**src/rtl/fetch_unit.sv**
```systemverilog
// -----------------------------------------------------------------------------
// fetch_unit
//
// Instruction-fetch stage sitting directly in front of the IF/ID latch. It
// owns the program counter, issues the instruction-memory read, and presents
// pc / pc+4 / next-pc / fetched word to IF/ID with a qualified capture strobe
// and a flush request. Redirects (branch/jump) and halt coming from later
// stages are handled even while an imem access is still outstanding.
//
// Parameters
//   PC_INIT       reset value of the program counter (low 2 bits cleared)
//
// Ports
//   CLK           system clock, rising edge
//   nRST          asynchronous active-low reset
//   ihit          imem response valid this cycle
//   imemload      instruction word returned by imem
//   imemREN       imem read request
//   imemaddr      imem read address (always the current pc)
//   freeze        hazard-unit stall, IF/ID not accepting
//   redirect      later stage requests a PC change
//   redirect_pc   redirect target (low 2 bits ignored)
//   halt          halt instruction resolved downstream
//   pc_o          address of the fetched word
//   pc_p4_o       pc_o + 4 (wraps modulo 2^32)
//   nxt_pc_o      pc value after the next rising edge
//   imem_load_o   fetched word, passed straight through from imemload
//   fetch_valid   IF/ID should capture this cycle
//   flush_o       IF/ID must flush its contents
//
// Optional build macro
//   FETCH_PERF_EN adds fetch_count / bubble_count performance counters.
// -----------------------------------------------------------------------------
module fetch_unit #(
    parameter logic [31:0] PC_INIT = 32'h0000_0000
) (
    input  logic        CLK,
    input  logic        nRST,
    input  logic        ihit,
    input  logic [31:0] imemload,
    output logic        imemREN,
    output logic [31:0] imemaddr,
    input  logic        freeze,
    input  logic        redirect,
    input  logic [31:0] redirect_pc,
    input  logic        halt,
    output logic [31:0] pc_o,
    output logic [31:0] pc_p4_o,
    output logic [31:0] nxt_pc_o,
    output logic [31:0] imem_load_o,
    output logic        fetch_valid,
    output logic        flush_o
`ifdef FETCH_PERF_EN
    ,
    output logic [31:0] fetch_count,
    output logic [31:0] bubble_count
`endif
);

    typedef enum logic [1:0] {
        RUN        = 2'd0,
        REDIR_WAIT = 2'd1,
        DRAIN      = 2'd2,
        HALTED     = 2'd3
    } state_t;

    localparam logic [31:0] PC_RESET = PC_INIT & ~32'h3;

    state_t      state_q, state_d;
    logic [31:0] pc_q, pc_d;
    logic [31:0] tgt_q, tgt_d;

    logic [31:0] pc_p4;
    logic [31:0] redir_tgt;
    logic        fetch_valid_raw;
    logic        flush_raw;

    // Word alignment is enforced here so nothing downstream ever sees an
    // unaligned target.
    assign redir_tgt = redirect_pc & ~32'h3;
    assign pc_p4     = pc_q + 32'd4;

    // -------------------------------------------------------------------------
    // State register
    // -------------------------------------------------------------------------
    always_ff @(posedge CLK or negedge nRST) begin
        if (!nRST) begin
            state_q <= RUN;
            pc_q    <= PC_RESET;
            tgt_q   <= 32'h0;
        end else begin
            state_q <= state_d;
            pc_q    <= pc_d;
            tgt_q   <= tgt_d;
        end
    end

    // -------------------------------------------------------------------------
    // Next-state logic
    // -------------------------------------------------------------------------
    always_comb begin
        state_d = state_q;
        pc_d    = pc_q;
        tgt_d   = tgt_q;

        unique case (state_q)
            RUN: begin
                if (halt) begin
                    state_d = ihit ? HALTED : DRAIN;
                end else if (redirect) begin
                    if (ihit) begin
                        pc_d = redir_tgt;
                    end else begin
                        // The access in flight cannot be cancelled; park the
                        // target until its (stale) response comes back.
                        tgt_d   = redir_tgt;
                        state_d = REDIR_WAIT;
                    end
                end else if (ihit && !freeze) begin
                    pc_d = pc_p4;
                end
            end

            REDIR_WAIT: begin
                if (halt) begin
                    state_d = ihit ? HALTED : DRAIN;
                end else begin
                    // Newest redirect wins, including one arriving together
                    // with the hit that retires the stale access.
                    if (redirect) begin
                        tgt_d = redir_tgt;
                    end
                    if (ihit) begin
                        pc_d    = redirect ? redir_tgt : tgt_q;
                        state_d = RUN;
                    end
                end
            end

            DRAIN: begin
                if (ihit) begin
                    state_d = HALTED;
                end
            end

            HALTED: begin
                state_d = HALTED;
            end

            default: begin
                state_d = RUN;
            end
        endcase
    end

    // -------------------------------------------------------------------------
    // Output logic
    // -------------------------------------------------------------------------
    always_comb begin
        imemREN         = 1'b1;
        fetch_valid_raw = 1'b0;
        flush_raw       = 1'b0;

        unique case (state_q)
            RUN: begin
                if (!halt) begin
                    if (redirect) begin
                        flush_raw = 1'b1;
                    end else begin
                        fetch_valid_raw = ihit && !freeze;
                    end
                end
            end

            REDIR_WAIT: begin
                flush_raw = !halt && redirect;
            end

            DRAIN: begin
                imemREN = 1'b1;
            end

            HALTED: begin
                imemREN = 1'b0;
            end

            default: begin
                imemREN = 1'b1;
            end
        endcase
    end

    // While nRST is held low the register outputs already sit at their reset
    // values, but the strobes are combinational from live inputs and must be
    // forced quiet as well.
    assign fetch_valid = fetch_valid_raw && nRST;
    assign flush_o     = flush_raw && nRST;

    assign imemaddr    = pc_q;
    assign pc_o        = pc_q;
    assign pc_p4_o     = pc_p4;
    assign nxt_pc_o    = pc_d;
    assign imem_load_o = imemload;

`ifdef FETCH_PERF_EN
    // -------------------------------------------------------------------------
    // Performance counters
    // -------------------------------------------------------------------------
    logic [31:0] fetch_cnt_q, fetch_cnt_d;
    logic [31:0] bubble_cnt_q, bubble_cnt_d;
    logic        active_state;

    assign active_state = (state_q == RUN) || (state_q == REDIR_WAIT);

    always_comb begin
        fetch_cnt_d  = fetch_cnt_q;
        bubble_cnt_d = bubble_cnt_q;
        if (fetch_valid) begin
            fetch_cnt_d = fetch_cnt_q + 32'd1;
        end
        if (active_state && !fetch_valid) begin
            bubble_cnt_d = bubble_cnt_q + 32'd1;
        end
    end

    always_ff @(posedge CLK or negedge nRST) begin
        if (!nRST) begin
            fetch_cnt_q  <= 32'h0;
            bubble_cnt_q <= 32'h0;
        end else begin
            fetch_cnt_q  <= fetch_cnt_d;
            bubble_cnt_q <= bubble_cnt_d;
        end
    end

    assign fetch_count  = fetch_cnt_q;
    assign bubble_count = bubble_cnt_q;
`endif

endmodule
```
**config.mk**
```make
export PLATFORM = sky130hd
export DESIGN_NAME = fetch_unit
export DESIGN_NICKNAME = d
export VERILOG_FILES = /design/src/rtl/fetch_unit.sv
export SDC_FILE = /design/constraint.sdc
export NUM_CORES = 1
export LEC_CHECK = 0
export CAP_MARGIN = 20
export CORE_MARGIN = 1.5
export CORE_UTILIZATION = 30
export DETAILED_ROUTE_END_ITERATION = 12
export GPL_TIMING_DRIVEN = 0
export HOLD_SLACK_MARGIN = 0.02
export RECOVER_POWER = 100
export REMOVE_ABC_BUFFERS = 1
export SYNTH_ARGS = -nofsm -noshare
export SYNTH_HDL_FRONTEND = slang
export SYNTH_SLANG_ARGS = --single-unit
```
**constraint.sdc**
```tcl
create_clock -name CLK -period 2.7 [get_ports CLK]
set_input_delay 0.54 -clock CLK [delete_from_list [all_inputs] [get_ports CLK]]
set_output_delay 0.54 -clock CLK [all_outputs]
set_load 0.005 [all_outputs]
```
==> metrics list <==
- Initial cell density of the core: 0.305
- Data on the critical path arrives at its endpoint at 2.53 ns.
* Die Y: 138 um
- Number of design-rule violations left by the first detailed-router iteration: 601
- Final hold vios: 0
- Clock tree from TritonCTS: built
- After layout, the worst setup slack is -0.368 ns.
- Global-route wire length before repair: 35400 um
- # rows: 49
* Via count: 6434
- Relative slew slack: 0.451
- From synthesis to final layout, the design area changed by 63.8%.
- For this run, global-route usage on met3 was measured as 0.0910.
- Power density of the placed cells: 376 nW/um2
- Gate Count Post-Synth: 638
* Clock transition at the registers of the reported paths: 0.06 ns
- Dividing the detail-routed wire length by the instance count gives 23.5 um.
- The number of antenna violations at the first check in global routing is 0.
* Met1 routing resource usage after global routing: 0.340
- Share of async-settable or async-resettable flops after synthesis: 1.00
* Total of flip-flops plus latches after synthesis: 66
* Worst-Skew Late Latency: 0.35 ns
- The number of global-route vias before repair is 5928.
- Counting the buffers created by CTS gives 9.
* Root Driver: sky130_fd_sc_hd__clkbuf_16
- Leakage power of the design: 0.00374 uW
- Entering global routing, the biggest net connects 66 pins.
* Number of maximum-capacitance violations: 0
- Count of clock tree sinks: 66
- Critical Path Source Type: register
- Type of the worst min-delay path: in2async
* Result of the run: finished, violations left
* Slew of the pin with the lowest slew margin: 0.824 ns
* Post-CTS Hold Fix Bufs: 0
- Final clock skew: 0.00922 ns
* Syn_area_per_cell: 8.57 um2
* Placeable core region: 17900 um2
- The first TritonRoute pass finished after 6 iterations.
- Of all cell types, the one taking the most synthesized area is sky130_fd_sc_hd__dfrtp_1.
* H-tree depth: 3
* IO buf count: 166
- Crit. End Element: output pin
- In this run the worst path has a maximum fanout of 4.
- The startpoint identified for the worst register-to-register timing path is state_q[1].
- 233 I/O pins were placed.
- In this run the worst setup path begins at imemaddr[10].
* IR Drop Worst-Case VDD: 0.289 mV
- In the final layout, the share of cells above drive strength 1 is 0.459.
- Global router's overall resource usage: 0.252
* Gr ovfl total: 0
* Min Tclk post-route: 3.07 ns
* Maximum buffer depth of the clock tree: 2
- Commonest cells in the synthesized netlist: sky130_fd_sc_hd__buf_4, sky130_fd_sc_hd__dfrtp_1, sky130_fd_sc_hd__mux2_2
- Final count of negative-setup-slack endpoints: 69
- The Yosys step of the flow raised 0 warnings.
- Final cell area excluding filler cells: 8950 um2
- The most used flip-flop cell after synthesis is sky130_fd_sc_hd__dfrtp_1.
* Violations in the final reports: negative setup slack
- Total cell area at the placement stage: 6770 um2
* Fraction of met2 tracks used by global routing: 0.363
* Die width: 138 um
* Sequential-to-total area share from yosys stat: 0.302
* CP Class: reg2out
- Dividing the final minimum period by the clock period gives 1.14.
- The die covers 19000 um2.
* Per-cell via count in the routed design: 6.01
- Setup repair after global routing could not meet its margin everywhere.
- Summing every instance area after synthesis gives 5470 um2.
- Before CTS, the worst setup slack after placement is -2.46 ns.
- At the worst endpoint, the required time is 2.16 ns.
- Routed Wire Length: 25200 um
- Post-DRT Antenna Nets: 0
- Final estimated routing congestion in global placement: 0.823
- In the post-synthesis netlist, the biggest area contributors are sky130_fd_sc_hd__dfrtp_1, sky130_fd_sc_hd__buf_4, sky130_fd_sc_hd__mux2_2, sky130_fd_sc_hd__xnor2_1, sky130_fd_sc_hd__mux2i_1.
- The wire-length estimate of the detail-placed layout is 14300 um.
- The synthesized netlist contains 57 unique library cells.
- The share of synthesized area in the top cell type comes to 0.302.
* Most numerous cell in the Yosys netlist: sky130_fd_sc_hd__buf_4
- The layer flagged by global routing as most heavily used is met2.
* Fmax: 0.326 GHz
- Layout Nets: 907
* Post-synth EDFFs: 0
- The number of pins exceeding their max-slew limit in the final report came to 0.
- Remaining DRCs: 0
[registers in the layout (all words and copies together), names as in the netlist]
name,cells
imemaddr,32
tgt_q,32
state_q,2
[cell type report]
class                           count  area (um2)
Timing Repair Buffer              305        2730
Multi-Input combinational cell    429        3830
Sequential cell                    66        1700
Antenna cell                        1        2.50
Clock inverter                      4        50.0
Tap cell                          229         287
Fill cell                        1639        8950
Clock buffer                       12         256
Inverter                           25         104
[power breakdown]
| group | switching (uW) | internal [uW] | total [uW] |
|---|---|---|---|
| registers | 88.6 | 1070 | 1160 |
| logic | 466 | 501 | 967 |
| clock network | 476 | 764 | 1240 |
| total | 1030 | 2330 | 3360 |
[repair_timing]
item	in CTS	in global routing
cloned	3	1
pin swaps	71	74
resized for setup	366	92
endpoints found under the setup margin	123	50
setup buffers	112	33
[final timing paths]
| kind | cells past startpoint | endpoint | slack (ns) |
|---|---|---|---|
| setup / recovery | 8 | nxt_pc_o[17] | -0.37 |
| max in group asynchronous | 2 | imemaddr[29] | 1.99 |
| hold / removal | 1 | imemaddr[9] | 0.12 |
| setup reg to reg | 8 | tgt_q[15] | -0.07 |
| min in group CLK | 1 | tgt_q[0] | 0.48 |
| hold reg to reg | 1 | tgt_q[0] | 0.48 |
[logic make-up after synthesis]
| group | share of synthesized area |
|---|---|
| xor gates and xnor gates | 0.0577 |
| muxes | 0.113 |
| DFF | 0.302 |
| adders and majority gates | 0.00229 |
| AOI/OAI and AO/OA | 0.212 |
| buffers and inverters | 0.151 |
| and+or+nand+nor | 0.162 |
[metrics by stage]
stage               utilization  total power [uW]  cells  hold slack (ns)  TNS, ns
floorplan                     -              1430    517            0.244    -1.43
global placement          0.373              1910    912            0.463  -406.51
detailed placement        0.378              1920    918            0.469  -130.19
CTS                       0.479              3300   1048            0.130    -4.30
global route              0.500              3500   1070            0.142   -13.04
finish                    0.500              3360   1071            0.121    -8.06
[cell usage in the layout, fill, tap and decap left out, types with 6 or more instances in the layout]
cell type / Yosys / final
sky130_fd_sc_hd__buf_6: 0 / 36
sky130_fd_sc_hd__nor3_1: 14 / 8
sky130_fd_sc_hd__nand4_1: 10 / 10
sky130_fd_sc_hd__buf_4: 70 / 91
sky130_fd_sc_hd__a21oi_2: 0 / 7
sky130_fd_sc_hd__o21ai_0: 23 / 18
sky130_fd_sc_hd__nand3_4: 1 / 6
sky130_fd_sc_hd__nand2_2: 0 / 8
sky130_fd_sc_hd__mux2i_1: 19 / 19
sky130_fd_sc_hd__inv_1: 24 / 22
sky130_fd_sc_hd__a31oi_1: 11 / 6
sky130_fd_sc_hd__o22ai_1: 27 / 25
sky130_fd_sc_hd__clkdlybuf4s50_1: 0 / 107
sky130_fd_sc_hd__dlygate4sd2_1: 0 / 7
sky130_fd_sc_hd__mux2_2: 38 / 38
sky130_fd_sc_hd__nand3_1: 19 / 10
sky130_fd_sc_hd__buf_12: 0 / 7
sky130_fd_sc_hd__a21oi_1: 30 / 23
sky130_fd_sc_hd__a221oi_1: 15 / 12
sky130_fd_sc_hd__dfrtp_1: 66 / 35
sky130_fd_sc_hd__dfrtp_2: 0 / 29
sky130_fd_sc_hd__nor4_4: 1 / 8
sky130_fd_sc_hd__nand2_1: 35 / 20
sky130_fd_sc_hd__a221o_1: 12 / 12
sky130_fd_sc_hd__clkbuf_2: 1 / 6
sky130_fd_sc_hd__nor2_1: 30 / 25
sky130_fd_sc_hd__clkbuf_16: 0 / 9
sky130_fd_sc_hd__xnor2_2: 0 / 11
sky130_fd_sc_hd__buf_2: 11 / 38
sky130_fd_sc_hd__clkbuf_1: 30 / 6
sky130_fd_sc_hd__a22oi_2: 0 / 6
sky130_fd_sc_hd__xor2_1: 7 / 7
sky130_fd_sc_hd__xnor2_1: 29 / 18
[routing by layer]
metal | share of wire | vias to the layer above
met5 | 0.0025 | -
met2 | 0.44 | 482
met3 | 0.12 | 100
met4 | 0.044 | 2
met1 | 0.40 | 3139
li1 | - | 2711
[worst max-delay path, stage by stage (launching register included)]
cell,delay [ns]
sky130_fd_sc_hd__dfrtp_2,0.39
sky130_fd_sc_hd__nand4_1,0.13
sky130_fd_sc_hd__buf_4,0.17
sky130_fd_sc_hd__or4_4,0.46
sky130_fd_sc_hd__buf_6,0.15
sky130_fd_sc_hd__or4_4,0.40
sky130_fd_sc_hd__a31oi_1,0.16
sky130_fd_sc_hd__a221o_1,0.16
sky130_fd_sc_hd__buf_2,0.15
(Power assumes the default switching activity.)
